File: src/rtl/shared_adder_pkg.sv
// Shared types and helpers for the time-shared extend-and-add unit.
// Optional overflow flag output is enabled with SHARED_ADDER_OVF_EN.
package shared_adder_pkg;

  localparam int XW = 64;

  localparam logic OP_ADD = 1'b0;
  localparam logic OP_SUB = 1'b1;

  typedef logic [6:0]    len_t;
  typedef logic [XW-1:0] xv_t;

  typedef enum logic {
    EMPTY = 1'b0,
    FULL  = 1'b1
  } ost_t;

  // keep len LSBs, fill above with the top kept bit (signed) or zero
  function automatic xv_t ext_to(xv_t value, len_t len, logic sgn);
    xv_t  r;
    logic fill;
    r    = '0;
    fill = 1'b0;
    if (len != '0) begin
      fill = sgn & value[len[5:0] - 6'd1];
      for (int i = 0; i < XW; i++)
        r[i] = (i < int'(len)) ? value[i] : fill;
    end
    return r;
  endfunction

endpackage

File: src/rtl/shared_adder_sched_rr_arbiter.sv
// Round-robin arbiter with one-hot grant and a rotating start pointer.
// Pointer moves past the winner on every grant and holds otherwise.
module rr_arbiter #(
  parameter  int N  = 4,
  localparam int PW = $clog2(N)
) (
  input  logic          clk,
  input  logic          rst,
  input  logic [N-1:0]  req,
  input  logic          advance,
  output logic [N-1:0]  grant,
  output logic [PW-1:0] gidx,
  output logic          any
);

  logic [PW-1:0] ptr;
  logic [PW-1:0] ptr_nxt;

  // scan upward from the pointer with wrap, first requester wins
  always_comb begin
    grant = '0;
    gidx  = '0;
    any   = 1'b0;
    for (int k = 0; k < N; k++) begin
      int idx;
      idx = int'(ptr) + k;
      if (idx >= N) idx = idx - N;
      if (advance && !any && req[idx]) begin
        grant[idx] = 1'b1;
        gidx       = PW'(idx);
        any        = 1'b1;
      end
    end
    ptr_nxt = (gidx == PW'(N - 1)) ? '0 : gidx + PW'(1);
  end

  // pointer register
  always_ff @(posedge clk) begin
    if (rst)
      ptr <= '0;
    else if (any)
      ptr <= ptr_nxt;
  end

endmodule

File: src/rtl/shared_adder_sched.sv
// Arbitrated extend / add-sub / re-extend datapath with one output register.
// Define SHARED_ADDER_OVF_EN to add the registered resp_ovf output.
module shared_adder_sched
  import shared_adder_pkg::*;
#(
  parameter  int N_REQ = 4,
  parameter  int W     = 16,
  localparam int LW    = $clog2(W + 1),
  localparam int IW    = $clog2(N_REQ)
) (
  input  logic                clk,
  input  logic                rst,
  input  logic [N_REQ-1:0]    req_valid,
  output logic [N_REQ-1:0]    req_ready,
  input  logic [N_REQ*W-1:0]  req_a,
  input  logic [N_REQ*W-1:0]  req_b,
  input  logic [N_REQ*LW-1:0] req_a_len,
  input  logic [N_REQ*LW-1:0] req_b_len,
  input  logic [N_REQ*LW-1:0] req_res_len,
  input  logic [N_REQ-1:0]    req_signed,
  input  logic [N_REQ-1:0]    req_sub,
  output logic                resp_valid,
  input  logic                resp_ready,
  output logic [IW-1:0]       resp_id,
  output logic [W-1:0]        resp_data
`ifdef SHARED_ADDER_OVF_EN
  ,
  output logic                resp_ovf
`endif
);

  localparam int            W1 = W + 1;
  localparam logic [LW-1:0] WL = LW'(W);

  function automatic len_t clampl(logic [LW-1:0] l);
    return (l > WL) ? len_t'(W) : len_t'(l);
  endfunction

  ost_t          st;
  ost_t          st_nxt;
  logic          free;
  logic          any;
  logic [IW-1:0] gidx;
  logic [W-1:0]  a_s;
  logic [W-1:0]  b_s;
  logic [LW-1:0] al;
  logic [LW-1:0] bl;
  logic [LW-1:0] rl;
  logic          sgn;
  logic          sub;
  logic [W:0]    oa;
  logic [W:0]    ob;
  logic [W:0]    raw;
  logic [W-1:0]  res;

  assign free = (st == EMPTY) || resp_ready;

  rr_arbiter #(.N(N_REQ)) u_arb (
    .clk     (clk),
    .rst     (rst),
    .req     (req_valid),
    .advance (free && !rst),
    .grant   (req_ready),
    .gidx    (gidx),
    .any     (any)
  );

  // select the granted request and run extend, add/sub, re-extend
  always_comb begin
    a_s = req_a[int'(gidx)*W +: W];
    b_s = req_b[int'(gidx)*W +: W];
    al  = req_a_len[int'(gidx)*LW +: LW];
    bl  = req_b_len[int'(gidx)*LW +: LW];
    rl  = req_res_len[int'(gidx)*LW +: LW];
    sgn = req_signed[gidx];
    sub = req_sub[gidx];
    oa  = W1'(ext_to(xv_t'(a_s), clampl(al), sgn));
    ob  = W1'(ext_to(xv_t'(b_s), clampl(bl), sgn));
    raw = (sub == OP_SUB) ? oa - ob : oa + ob;
    res = W'(ext_to(xv_t'(raw), clampl(rl), sgn));
  end

  // output stage state register
  always_ff @(posedge clk) begin
    if (rst)
      st <= EMPTY;
    else
      st <= st_nxt;
  end

  // fill on a grant, drain when the consumer takes the result
  always_comb begin
    st_nxt = st;
    if (any)
      st_nxt = FULL;
    else if (resp_ready)
      st_nxt = EMPTY;
  end

  // output decode
  always_comb begin
    resp_valid = (st == FULL);
  end

  // result payload register, loaded on every grant
  always_ff @(posedge clk) begin
    if (rst) begin
      resp_id   <= '0;
      resp_data <= '0;
    end else if (any) begin
      resp_id   <= gidx;
      resp_data <= res;
    end
  end

`ifdef SHARED_ADDER_OVF_EN
  logic [W:0] rfit;
  logic       ovf;

  // raw result survives re-extension only if it fits in res_len bits
  always_comb begin
    rfit = W1'(ext_to(xv_t'(raw), clampl(rl), sgn));
    ovf  = (rfit != raw);
  end

  // overflow flag travels with the data
  always_ff @(posedge clk) begin
    if (rst)
      resp_ovf <= 1'b0;
    else if (any)
      resp_ovf <= ovf;
  end
`endif

endmodule
File: config.mk
export PLATFORM = sky130hd
export DESIGN_NAME = shared_adder_sched
export DESIGN_NICKNAME = d
export VERILOG_FILES = /design/src/rtl/shared_adder_pkg.sv /design/src/rtl/shared_adder_sched_rr_arbiter.sv /design/src/rtl/shared_adder_sched.sv
export SDC_FILE = /design/constraint.sdc
export NUM_CORES = 1
export LEC_CHECK = 0
export CAP_MARGIN = 20
export CORE_MARGIN = 10
export CORE_UTILIZATION = 35
export DETAILED_ROUTE_END_ITERATION = 8
export PLACE_DENSITY = 0.7
export RECOVER_POWER = 25
export SYNTH_ARGS = -nofsm -noshare
export SYNTH_HDL_FRONTEND = slang
export SYNTH_HIERARCHICAL = 1
export SYNTH_SLANG_ARGS = --single-unit
export TNS_END_PERCENT = 5
File: constraint.sdc
create_clock -name clk -period 25.4 [get_ports clk]
set_clock_uncertainty 0.15 [all_clocks]
set_input_delay 2.54 -clock clk [delete_from_list [all_inputs] [get_ports clk]]
set_output_delay 2.54 -clock clk [all_outputs]
set_load 0.02 [all_outputs]
-- Yosys cells after proc, flatten, opt, wreduce, memory -nomap -nowiden
Cells that the tools add are included.
- multiplexer cells: 106
- reduce and logical (&&, ||, !) cells: 21
- add/subtract/negate cells: 13
- $mul: 1
- shifts and indexed selects: 5
- order comparisons: 69
- equality and inequality tests: 1
- bitwise operators: 7
- operators with widths (kind ; number):
    32-bit by 1-bit greater-or-equal comparator with 1-bit output (second input constant) ; 4
    32-bit by 4-bit < comparator with 1-bit output (second input constant) ; 4
    32-bit two-way mux ; 4
    64-bit by 7-bit variable part select with 16-bit output ; 2
    4-bit by 5-bit < comparator with 1-bit output (first input constant) ; 24
    32-bit by 4-bit greater-or-equal comparator with 1-bit output (second input constant) ; 3
    32-bit by 4-bit subtractor with 32-bit output (second input constant) ; 3
    1-bit two-way mux ; 73
    20-bit by 32-bit variable part select with 5-bit output ; 2
    3-bit by 5-bit < comparator with 1-bit output (first input constant) ; 12
    17-bit two-way mux ; 3
    1-bit by 5-bit < comparator with 1-bit output (first input constant) ; 6
    2-bit by 5-bit < comparator with 1-bit output (first input constant) ; 6
    6-bit by 7-bit < comparator with 1-bit output (second input constant) ; 3
    7-bit nonzero test ; 3
    20-bit by 6-bit variable part select with 5-bit output ; 1
    1-bit binary-select mux with 6-bit select ; 3
    5-bit by 1-bit subtractor with 6-bit output (second input constant) ; 3
    17-bit adder ; 1
    17-bit subtractor ; 1
    16-bit two-way mux ; 1
    4-bit two-way mux ; 4
    5-bit greater-than comparator (second input constant) ; 3
    5-bit two-way mux ; 3
    other kinds (19) ; 51
- word-level logic and storage cells: 227
- bits of input ports: 203
- register bits: 21
- output and inout bits: 23

-- Longest topological paths before layout
Gate-level depths: netlist of the first run.
- depth after elaboration: 36
- depth in mapped cells: 44
- mapped depth without buffers: 33

-- Cells and area by module
The synthesis of the first run kept the hierarchy.
- modules (own cells, without submodules) (module ; times used ; cells an instance ; seq. area each (µm²) ; area an instance (µm²)):
    shared_adder_sched ; 1 ; 558 ; 380.4 ; 4769.6
    rr_arbiter ; 1 ; 77 ; 40.0 ; 650.6

-- Worst setup path after synthesis of the first run
OpenSTA, ideal clock, no wires.
- path type: input-to-reg
- from: input rst
- to: register resp_data[13]
- arrival time: 10577 ps
- buffers on the path: 11
- library setup time: 117 ps
- setup slack: 14555 ps
- cell stages on the path: 41
- required time: 25133 ps
- path through: clkbuf_1 > nor2_1 > clkbuf_1 > nand2_1 > o22ai_2 > or3b_1 > buf_2 > a22oi_1 > buf_6 > buf_6 > buf_4 > mux2i_1 > mux2_2 > clkbuf_1 > nand2_1 > ha_1 > buf_6 > xnor2_2 > [... 5 more ...] > a31oi_1 > ha_1 > nand2_1 > nor2_1 > and2_1 > a21oi_1 > xor2_1 > ha_1 > a21o_1 > a311oi_1 > xnor2_1 > mux4_2 > a221oi_2 > a21oi_1 > a211oi_2 > buf_6 > nand2_1 > a32o_1
- word-level cells in the longest chain between the ends: 33
- elaborated cells between the ends (all ways): 127
- those cells by class: add/sub: 5; mul: 1; order compare: 38; shift: 5; mux: 60; bitwise: 3; reduce/logical: 15
- ends and longest elaborated chain (what ; line ; source):
    start, declared ; shared_adder_sched.sv:12 ; input logic rst,
    1-bit zero test * ; shared_adder_sched.sv:62 ; .advance (free && !rst),
    1-bit logical AND * ; shared_adder_sched.sv:62 ;
    1-bit logical AND ; shared_adder_sched_rr_arbiter.sv:28 ; if (advance && !any && req[idx]) begin
    1-bit two-way mux ; shared_adder_sched_rr_arbiter.sv:28 ;
    1-bit zero test ; shared_adder_sched_rr_arbiter.sv:28 ;
    1-bit logical AND (2 in a row) ; shared_adder_sched_rr_arbiter.sv:28 ;
    1-bit two-way mux ; shared_adder_sched_rr_arbiter.sv:28 ;
    1-bit zero test ; shared_adder_sched_rr_arbiter.sv:28 ;
    [... 7 more ...] ; - ;
    via gidx[0] ; shared_adder_sched.sv:43 ; logic [IW-1:0] gidx;
    [... 9 more ...] ; - ;
    17-bit two-way mux ; shared_adder_pkg.sv:24 ; if (len != '0) begin
    17-bit adder or 17-bit subtractor (tied branches) ; shared_adder_sched.sv:79 ; raw = (sub == OP_SUB) ? oa - ob : oa + ob;
    17-bit two-way mux ; shared_adder_sched.sv:79 ;
    1-bit binary-select mux with 6-bit select ; shared_adder_pkg.sv:25 ; fill = sgn & value[len[5:0] - 6'd1];
    1-bit two-way mux (not written as such) ; shared_adder_pkg.sv:25 ;
    1-bit AND ; shared_adder_pkg.sv:25 ;
    1-bit two-way mux ; shared_adder_pkg.sv:27 ; r[i] = (i < int'(len)) ? value[i] : fill;
    16-bit two-way mux * ; shared_adder_pkg.sv:24 ;
    end signal, assigned ; shared_adder_sched.sv:112 ; resp_data <= res;
    end, declared ; shared_adder_sched.sv:25 ; output logic [W-1:0] resp_data
Mark *: on every way through the listed nets, which the timed path passes. The rest lies on a longest branch. The select of a mux whose other input is x is not followed.
A chain may end at the register's enable or synchronous reset.

-- Worst setup path in the final report of the first run
- from: input rst
- to: register resp_data[8]
The elaborated chain is that of the path after synthesis.

==> results of run 1 <==
==> power breakdown <==
part / internal [W] / switching [W]
clock: 0.0000211 / 0.0000121
combinational: 0.000406 / 0.000532
sequential: 0.0000422 / 0.00000722
==> cells in the mapped netlist (all sizes together) (8+ instances only) <==
library cell / number / area (sq um)
nor2: 37 / 139
xor2: 18 / 158
nand2: 74 / 285
mux4: 58 / 1310
a21o: 27 / 203
clkbuf: 16 / 60.1
dfxtp: 21 / 420
o21ai: 51 / 267
a31oi: 12 / 75.1
xnor2: 12 / 113
inv: 21 / 78.8
o221ai: 8 / 70.1
nor3: 9 / 50.1
ha: 32 / 400
and2: 10 / 62.6
a21oi: 52 / 279
o31ai: 8 / 60.1
nor2b: 9 / 58.8
buf: 25 / 169
and3: 10 / 67.6
mux2i: 32 / 324
==> cell families after synthesis <==
| kind of cell | synth area share [%] |
|---|---|
| DFF | 7.76 |
| AOI/OAI and AO/OA | 25.2 |
| adders and majority gates | 7.76 |
| and+or+nand+nor | 17.1 |
| buffers and inverters | 5.68 |
| xor gates and xnor gates | 4.99 |
| muxes | 31.5 |
==> critical path, delay by kind of cell <==
kind	cells	cell delay, ns
compound gates	12	3.67
mux	4	1.95
simple gates	7	1.86
buf+inv	2	1.39
fa+ha+maj	3	1.01
xor+xnor	3	0.55
==> path summary, 6_finish.rpt <==
check | cells past startpoint | from | end
worst min register to register | 1 | resp_data[10] | resp_data[10]
worst max-delay path | 31 | rst | resp_data[8]
worst min-delay path | 1 | resp_data[10] | resp_data[10]
worst max register to register | 31 | u_arb/ptr[0] | resp_data[8]
==> sequential cells by signal, indices dropped and copies added (netlist names) <==
name	flops
u_arb/ptr	2
resp_valid	1
resp_id	2
resp_data	16
==> through the flow <==
stage               instances  util [%]  power [W]  hold slack, ns  area (sq um)
global route             1013      51.3    0.00113           0.322          7800
detailed placement       1009      50.8   0.000980           0.293          7720
finish                   1013      51.3    0.00102           0.295          7800
CTS                      1013      51.3    0.00102           0.306          7800
floorplan                 635         -   0.000772           0.387          5420
global placement         1009      50.8   0.000974           0.287          7720
==> cell type report <==
type                       instances  area (sq um)
inverter                          21          78.8
fill                            1453          7410
clock buffer                       3          75.1
multi-input combinational        552          4710
timing repair buffer             227          2270
clock inverter                     1          5.00
sequential                        21           420
tap                              188           235
==> per-layer routing <==
metal	up-vias	share of wire (%)
li1	2828	-
met1	2686	39
met2	295	48
met3	21	11
met4	0	1.8
met5	-	0
==> out/qor.yml, run 1 <==
status: "finished clean"
async_flop_share_pct: 0
end_kind: "flop"
grt_max_degree: 47
setup_tns_ns: 0
fp.dieArea_sq_um: 20900
synth_edf_count: 0
avgSynthCellArea_sq_um: 8.54
crit_path_top_delay_cell: "buf_4"
layout_common_cells: "clkdlybuf4s50_1 (214), nand2_1 (73), mux4_2 (57)"
place_ws_ns: 12.13
drive_gt1_share_pct: 11.5
rsz0062_at_grt: "false"
ys_seq_area_share_pct: 7.76
area_delta_synth_final_pct: 43.8
wl_um: 19900
power.density_nw_per_um2: 131
layout.nets: 1062
fp.dieH_um: 144
start_util_pct: 35.7
synthDistinctLibCells: 78
final_common_cell: "clkdlybuf4s50_1"
io-pin-count: 226
use_met1_pct: 21.1
overflow: 0
clk-insertion-delay-late_ns: 0.25
drt-vias-per-instance: 5.76
vias: 5830
ctsHoldBuffers: 0
cp.arrival_ns: 13.03
ys.warnings.count: 6
critical_path_class: "in -> reg"
grtUsageTotal_pct: 18.5
cp-start-kind: "primary input"
path_clk_slew_ns: 0.06
cts_resized: 0
htreeDepth: 1
wl_per_cell_um: 19.6
drc: 0
min_period_ns: 13.03
synth-main-ff-cell: "dfxtp_1"
top_usage_layer: "met2"
setup_ws_ns: 12.37
max_cap_viol_count: 0
cts.sinks: 21
setup_violations: 0
max_stage_delay_ns: 0.77
grt_use_met2_pct: 32.9
hold_viol: 0
reg2reg_slack_ns: 14.12
post-cts-setup-buffer-count: 0
first_global_vias: 5966
die-width_um: 144
timing.fmax_mhz: 76.8
grt_pass1_wl_um: 31300
antenna_cells: 0
port_buffers: 225
hpwl_um: 17100
maxSlewHeadroom_pct: 35.3
cts_made_buffers: 3
required_ns: 25.40
ant_nets: 0
antenna_found_initial: 0
period_share_pct: 51.3
first_pass_iters: 5
coreArea_sq_um: 15200
hp-class: "reg -> reg"
cp_max_fo: 46
slew_violations: 0
cts_tree: "built"
synth_cells: 635
p_leak_nw: 3.01
rows: 45
place.gp.congestion: 0.940
cts-root-buf: "clkbuf_16"
syn_nets: 871
worst_pin_slew_ns: 0.970
synth_area_sq_um: 5420
drt_iter0_drc: 418
ys_ff_latch: 21
cts_buffer_depth: 2
use_met3_pct: 6.17
irDropWorstVdd_uv: 63.2
No activity file was read; power rests on OpenSTA's default activity.
==> inputs of run 2 (changes only) <==
==> constraint.sdc (replaced) <==
create_clock -name clk -period 13.5 [get_ports clk]
set_clock_uncertainty 0.15 [all_clocks]
set_input_delay 1.35 -clock clk [delete_from_list [all_inputs] [get_ports clk]]
set_output_delay 1.35 -clock clk [all_outputs]
set_load 0.02 [all_outputs]
==> run 2 against run 1 <==
Critical endpoint unchanged. Largest power group unchanged. Flip-flop and latch count stayed put. Sequential power is 87% higher. Die area stayed put. Setup slack worse by 9.8 ns.
==> out/qor.yml, run 2 (synthesized netlist as in run 1, its figures left out) <==
worstHoldPathCells: 1  # unchanged
wl_per_cell_um: 19.6  # -0.17%
area_delta_synth_final_pct: 44.3
maxSlewHeadroom_pct: 37.5  # +2.2 points
crit_path_top_delay_cell: "a211oi_2"
rr_endpoint: "resp_data[8]"
cp.arrival_ns: 10.94  # -2.09 ns
io-pin-count: 226  # unchanged
critical_path_class: "in -> reg"
drt-met1-wl_um: 7630  # -1.1%
setup_violations: 0  # unchanged
fp.dieH_um: 144  # unchanged
cts-root-buf: "clkbuf_16"
drt-vias-per-instance: 5.78  # +0.35%
max_cap_viol_count: 0  # unchanged
power.density_nw_per_um2: 246  # +88%
clk-insertion-delay-late_ns: 0.25  # about the same
slew_violations: 0  # unchanged
worst_pin_slew_ns: 0.936  # -0.0344 ns
place.gp.congestion: 0.986  # +4.9%
layout_common_cells: "clkdlybuf4s50_1 (214), nand2_1 (73), mux4_2 (57)"
die-width_um: 144  # unchanged
drt_iter0_drc: 353  # -16%
antenna_found_initial: 0  # unchanged
p_leak_nw: 3.03  # +0.37%
critPathTopFamily: "compound AO/OA/AOI/OAI gates"
drive_gt1_share_pct: 11.6  # +0.093 points
rr_worst_depth: 31  # unchanged
ant_nets: 0  # unchanged
cts_resized: 0  # unchanged
cts.sinks: 21  # unchanged
first_global_vias: 6070  # +1.7%
setup_tns_ns: 0  # unchanged
port_buffers: 225  # unchanged
fill_cells: 1453  # unchanged
layout.nets: 1064  # +0.19%
cts_buffer_depth: 2  # unchanged
timing.fmax_mhz: 91.4
cts_made_buffers: 3  # unchanged
drc: 0  # unchanged
post-cts-setup-buffer-count: 0  # unchanged
irDropWorstVdd_uv: 132  # +110%
start_util_pct: 35.7  # unchanged
status: "finished clean"
wl_met2_um: 9700  # +1.7%
top_layer: "met4"
hold_viol: 0  # unchanged
fp.dieArea_sq_um: 20900  # unchanged
hp-start: "resp_data[10]"
path_clk_slew_ns: 0.06  # about the same
hp-class: "reg -> reg"
reg2reg_slack_ns: 3.14  # -10.98 ns
cp-start-kind: "primary input"
top_regs: "resp_data: 16 flops, resp_id: 2 flops, u_arb/ptr: 2 flops"
rsz0062_at_grt: "false"
period_share_pct: 81.1
final_common_cell: "clkdlybuf4s50_1"
grt_pass1_wl_um: 31600  # +0.91%
ctsHoldBuffers: 0  # unchanged
first_pass_iters: 5  # unchanged
hpwl_um: 17200  # +0.63%
rr_startpoint: "u_arb/ptr[0]"
largest-register: "resp_data"
max_stage_delay_ns: 0.80  # +0.03 ns
power_w: 0.00193  # +89%
end_kind: "flop"
grtUsageTotal_pct: 18.8  # +0.23 points
cts_tree: "built"
required_ns: 13.50  # -11.90 ns
overflow: 0  # unchanged
grt_max_degree: 57  # +21%
antenna_cells: 0  # unchanged
wl_met3_um: 2110  # -6.8%
coreArea_sq_um: 15200  # unchanged
rows: 45  # unchanged
htreeDepth: 1  # unchanged
vias: 5862  # +0.55%
holdPathEnd: "resp_data[10]"
wl_um: 19900  # about the same
largest_register_ffs: 16  # unchanged
min_period_ns: 10.95
cp_max_fo: 56  # +22%
cp_num_buf_inv: 2  # unchanged
==> run 2: worst max path at each step <==
| stage | slack (ns) | depth (start not counted) | end | startpoint |
|---|---|---|---|---|
| 4_1_cts | 2.59 | 31 | resp_data[8] | rst |
| 6_report | 2.55 | 31 | resp_data[8] | rst |
| 3_5_place_dp | 2.36 | 32 | resp_data[8] | rst |
| 2_1_floorplan | 3.85 | 41 | resp_data[13] | rst |
| 5_1_grt | 1.61 | 32 | resp_data[8] | rst |
| 3_3_place_gp | 2.57 | 32 | resp_data[9] | rst |
==> run 2: power breakdown <==
group          internal, W  total [W]  switching, W
Clock            0.0000403  0.0000630     0.0000228
Combinational     0.000767    0.00177       0.00100
Sequential       0.0000795  0.0000924     0.0000129
==> run 2: metal layers <==
metal  global-route usage [%]  vias to the layer above
li1                         -                     2827
met1                     20.8                     2712
met2                     33.8                      294
met3                     6.10                       29
met4                     4.31                        0
met5                        0                        -
==> run 2: cell type report <==
| cell class | count | area [sq um] | area share (%) |
|---|---|---|---|
| clock buffer | 4 | 78.8 | 1.01 |
| sequential | 21 | 420 | 5.37 |
| inverter | 21 | 78.8 | 1.01 |
| tap | 188 | 235 | 3.01 |
| timing repair buffer | 229 | 2290 | 29.3 |
| multi-input combinational | 552 | 4710 | 60.3 |
==> run 2: worst register-to-register path, delay by kind of cell (launching register included) <==
family | cells | cell delay, ns
AO/OA/AOI/OAI | 12 | 3.19
multiplexers | 5 | 2.21
adder cells (fa/ha/maj) | 4 | 1.60
AND/OR/NAND/NOR | 5 | 1.14
flip-flops | 1 | 0.78
buffers and inverters | 2 | 0.67
XOR/XNOR | 3 | 0.55
==> run 2: metrics by stage <==
step                instances  area (sq um)  hold WS [ns]  util, %  setup WS [ns]
floorplan                 635          5420         0.387        -           3.85
global placement         1011          7740         0.287     50.9           2.57
detailed placement       1011          7740         0.293     50.9           2.36
CTS                      1015          7820         0.306     51.5           2.59
global route             1015          7820         0.327     51.5           1.61
finish                   1015          7820         0.296     51.5           2.55
==> inputs of run 3 (changes only) <==
==> constraint.sdc (replaced) <==
create_clock -name clk -period 10.4 [get_ports clk]
set_clock_uncertainty 0.15 [all_clocks]
set_input_delay 1.04 -clock clk [delete_from_list [all_inputs] [get_ports clk]]
set_output_delay 1.04 -clock clk [all_outputs]
set_load 0.02 [all_outputs]
==> run 3 against run 2 <==
Cell area increased by 0.83%. Critical endpoint is now resp_data[1]. Clock power rose by 25%. Critical path type unchanged. Critical path depth is 1 higher. Non-clock buffer count up 8. Largest cell class unchanged. Utilization increased by 0.43 points. Wire length rose by 0.53%.
==> out/qor.yml, run 3 (synthesized netlist as in run 1, its figures left out) <==
path_clk_slew_ns: 0.05  # about the same
cts_made_buffers: 3  # unchanged
first_global_vias: 6174  # +1.7%
port_buffers: 225  # unchanged
period_share_pct: 92.2
cts_tree: "built"
status: "finished clean"
io-pin-count: 226  # unchanged
grt_max_degree: 29  # -49%
hp-start: "resp_data[5]"
largest-register: "resp_data"
postPlaceCellArea_sq_um: 7800  # +0.78%
grt_pass1_wl_um: 31800  # +0.87%
rr_endpoint: "resp_data[1]"
grtUsageTotal_pct: 18.7  # -0.037 points
timing.critical_path.mode_cell: "a21oi_1"
wl_um: 20000  # +0.53%
htreeDepth: 1  # unchanged
place.gp.congestion: 0.934  # -5.3%
holdPathEnd: "resp_data[5]"
timing.fmax_mhz: 104
ant_nets: 0  # unchanged
fp.dieArea_sq_um: 20900  # unchanged
setup_ws_ns: 0.813  # -1.74 ns
start_util_pct: 35.7  # unchanged
vias: 5893  # +0.53%
wl_per_cell_um: 19.5  # -0.36%
layout.nets: 1072  # +0.75%
rows: 45  # unchanged
setup_violations: 0  # unchanged
worstHoldPathCells: 2  # +1
rr_startpoint: "u_arb/ptr[1]"
holdWs_ns: 0.295  # -0.00112 ns
top_regs: "resp_data: 16 flops, resp_id: 2 flops, u_arb/ptr: 2 flops"
hold_viol: 0  # unchanged
setup_tns_ns: 0  # unchanged
rr_worst_depth: 31  # unchanged
reg2reg_slack_ns: 0.90  # -2.24 ns
first_pass_iters: 5  # unchanged
worst_pin_slew_ns: 0.993  # +0.0570 ns
clk-insertion-delay-late_ns: 0.25  # about the same
drive_gt1_share_pct: 12.6  # +0.97 points
antenna_found_initial: 2  # +2
area_delta_synth_final_pct: 45.5
crit_path_top_delay_cell: "or3b_1"
cp.arrival_ns: 9.61  # -1.33 ns
overflow: 0  # unchanged
drt-vias-per-instance: 5.75  # -0.35%
cts_buffer_depth: 2  # unchanged
irDropWorstVdd_uv: 154  # +17%
min_period_ns: 9.59
final_common_cell: "clkdlybuf4s50_1"
place_ws_ns: 0.411  # -1.95 ns
required_ns: 10.43  # -3.07 ns
cp_max_fo: 28  # -50%
layout_common_cells: "clkdlybuf4s50_1 (214), nand2_1 (73), mux4_2 (57)"
max_stage_delay_ns: 0.52  # -0.28 ns
critical_path_class: "in -> reg"
cts-root-buf: "clkbuf_16"
fin_util_pct: 51.9  # +0.43 points
slew_violations: 0  # unchanged
largest_register_ffs: 16  # unchanged
cp-start-kind: "primary input"
cts.sinks: 21  # unchanged
drc: 0  # unchanged
hpwl_um: 17500  # +1.3%
max_cap_viol_count: 0  # unchanged
drt_iter0_drc: 375  # +6.2%
die-width_um: 144  # unchanged
end_kind: "flop"
power.density_nw_per_um2: 320  # +30%
fill_cells: 1461  # +0.55%
p_leak_nw: 3.07  # +1.3%
hp-class: "reg -> reg"
fin_area_sq_um: 7890  # +0.83%
maxSlewHeadroom_pct: 33.8  # -3.7 points
coreArea_sq_um: 15200  # unchanged
startpoint: "resp_ready"
rsz0062_at_grt: "false"
fp.dieH_um: 144  # unchanged
-- run 3: cell types whose count changed in the layout (fill, tap and decap cells not counted), sizes merged --
cell,before,now
buf,4,12
diode,0,1
-- run 3: worst max-delay path by stage --
stage | end | slack [ns] | cells after the start
floorplan | resp_data[13] | 1.06 | 41
global placement | resp_data[1] | 0.49 | 32
detailed placement | resp_data[1] | 0.41 | 32
CTS | resp_data[1] | 0.66 | 32
global route | resp_data[1] | 0.1 | 32
finish | resp_data[1] | 0.81 | 32
-- run 3: worst max-delay path: cells and delay by family --
| family | cells | cell delay (ns) |
|---|---|---|
| multiplexers | 3 | 0.79 |
| buffers and inverters | 4 | 1.07 |
| adder cells (fa/ha/maj) | 2 | 0.61 |
| AND/OR/NAND/NOR | 9 | 2.56 |
| XOR/XNOR | 2 | 0.67 |
| AO/OA/AOI/OAI | 12 | 2.84 |
-- run 3: power breakdown --
group	switching [W]	leakage [nW]	internal (W)
sequential	0.0000131	0.173	0.000103
clock	0.0000267	0.0382	0.0000521
combinational	0.00132	2.85	0.00101
total	0.00136	3.07	0.00117
-- run 3: metrics by stage --
stage | instances | power [W]
floorplan | 635 | 0.00189
global placement | 1019 | 0.00240
detailed placement | 1019 | 0.00242
CTS | 1023 | 0.00251
global route | 1024 | 0.00278
finish | 1024 | 0.00252
-- run 3: what timing repair did --
action / 4_1_cts / 5_1_grt
hold buffers: 0 / 0
gates resized for setup: 0 / 1
setup endpoints to repair: 0 / 1
buffers inserted: 0 / 0
-- run 3: routing by layer --
metal / wire length [um] / vias up / part of all wire (%) / track usage [%]
met5: 7 / - / 0.035 / 0
met4: 427 / 2 / 2.1 / 3.78
met3: 2080 / 23 / 10 / 6.20
met2: 9640 / 265 / 48 / 33.7
met1: 7840 / 2757 / 39 / 21.0
li1: - / 2846 / - / -
-- run 3: layout make-up --
type / count / area [sq um] / area share (%)
diodes: 1 / 2.50 / 0.0317
clock buffers: 4 / 78.8 / 0.999
inverters: 21 / 78.8 / 0.999
multi-input cells: 552 / 4720 / 59.8
flip-flops and latches: 21 / 420 / 5.33
well taps: 188 / 235 / 2.98
repair buffers: 237 / 2350 / 29.9
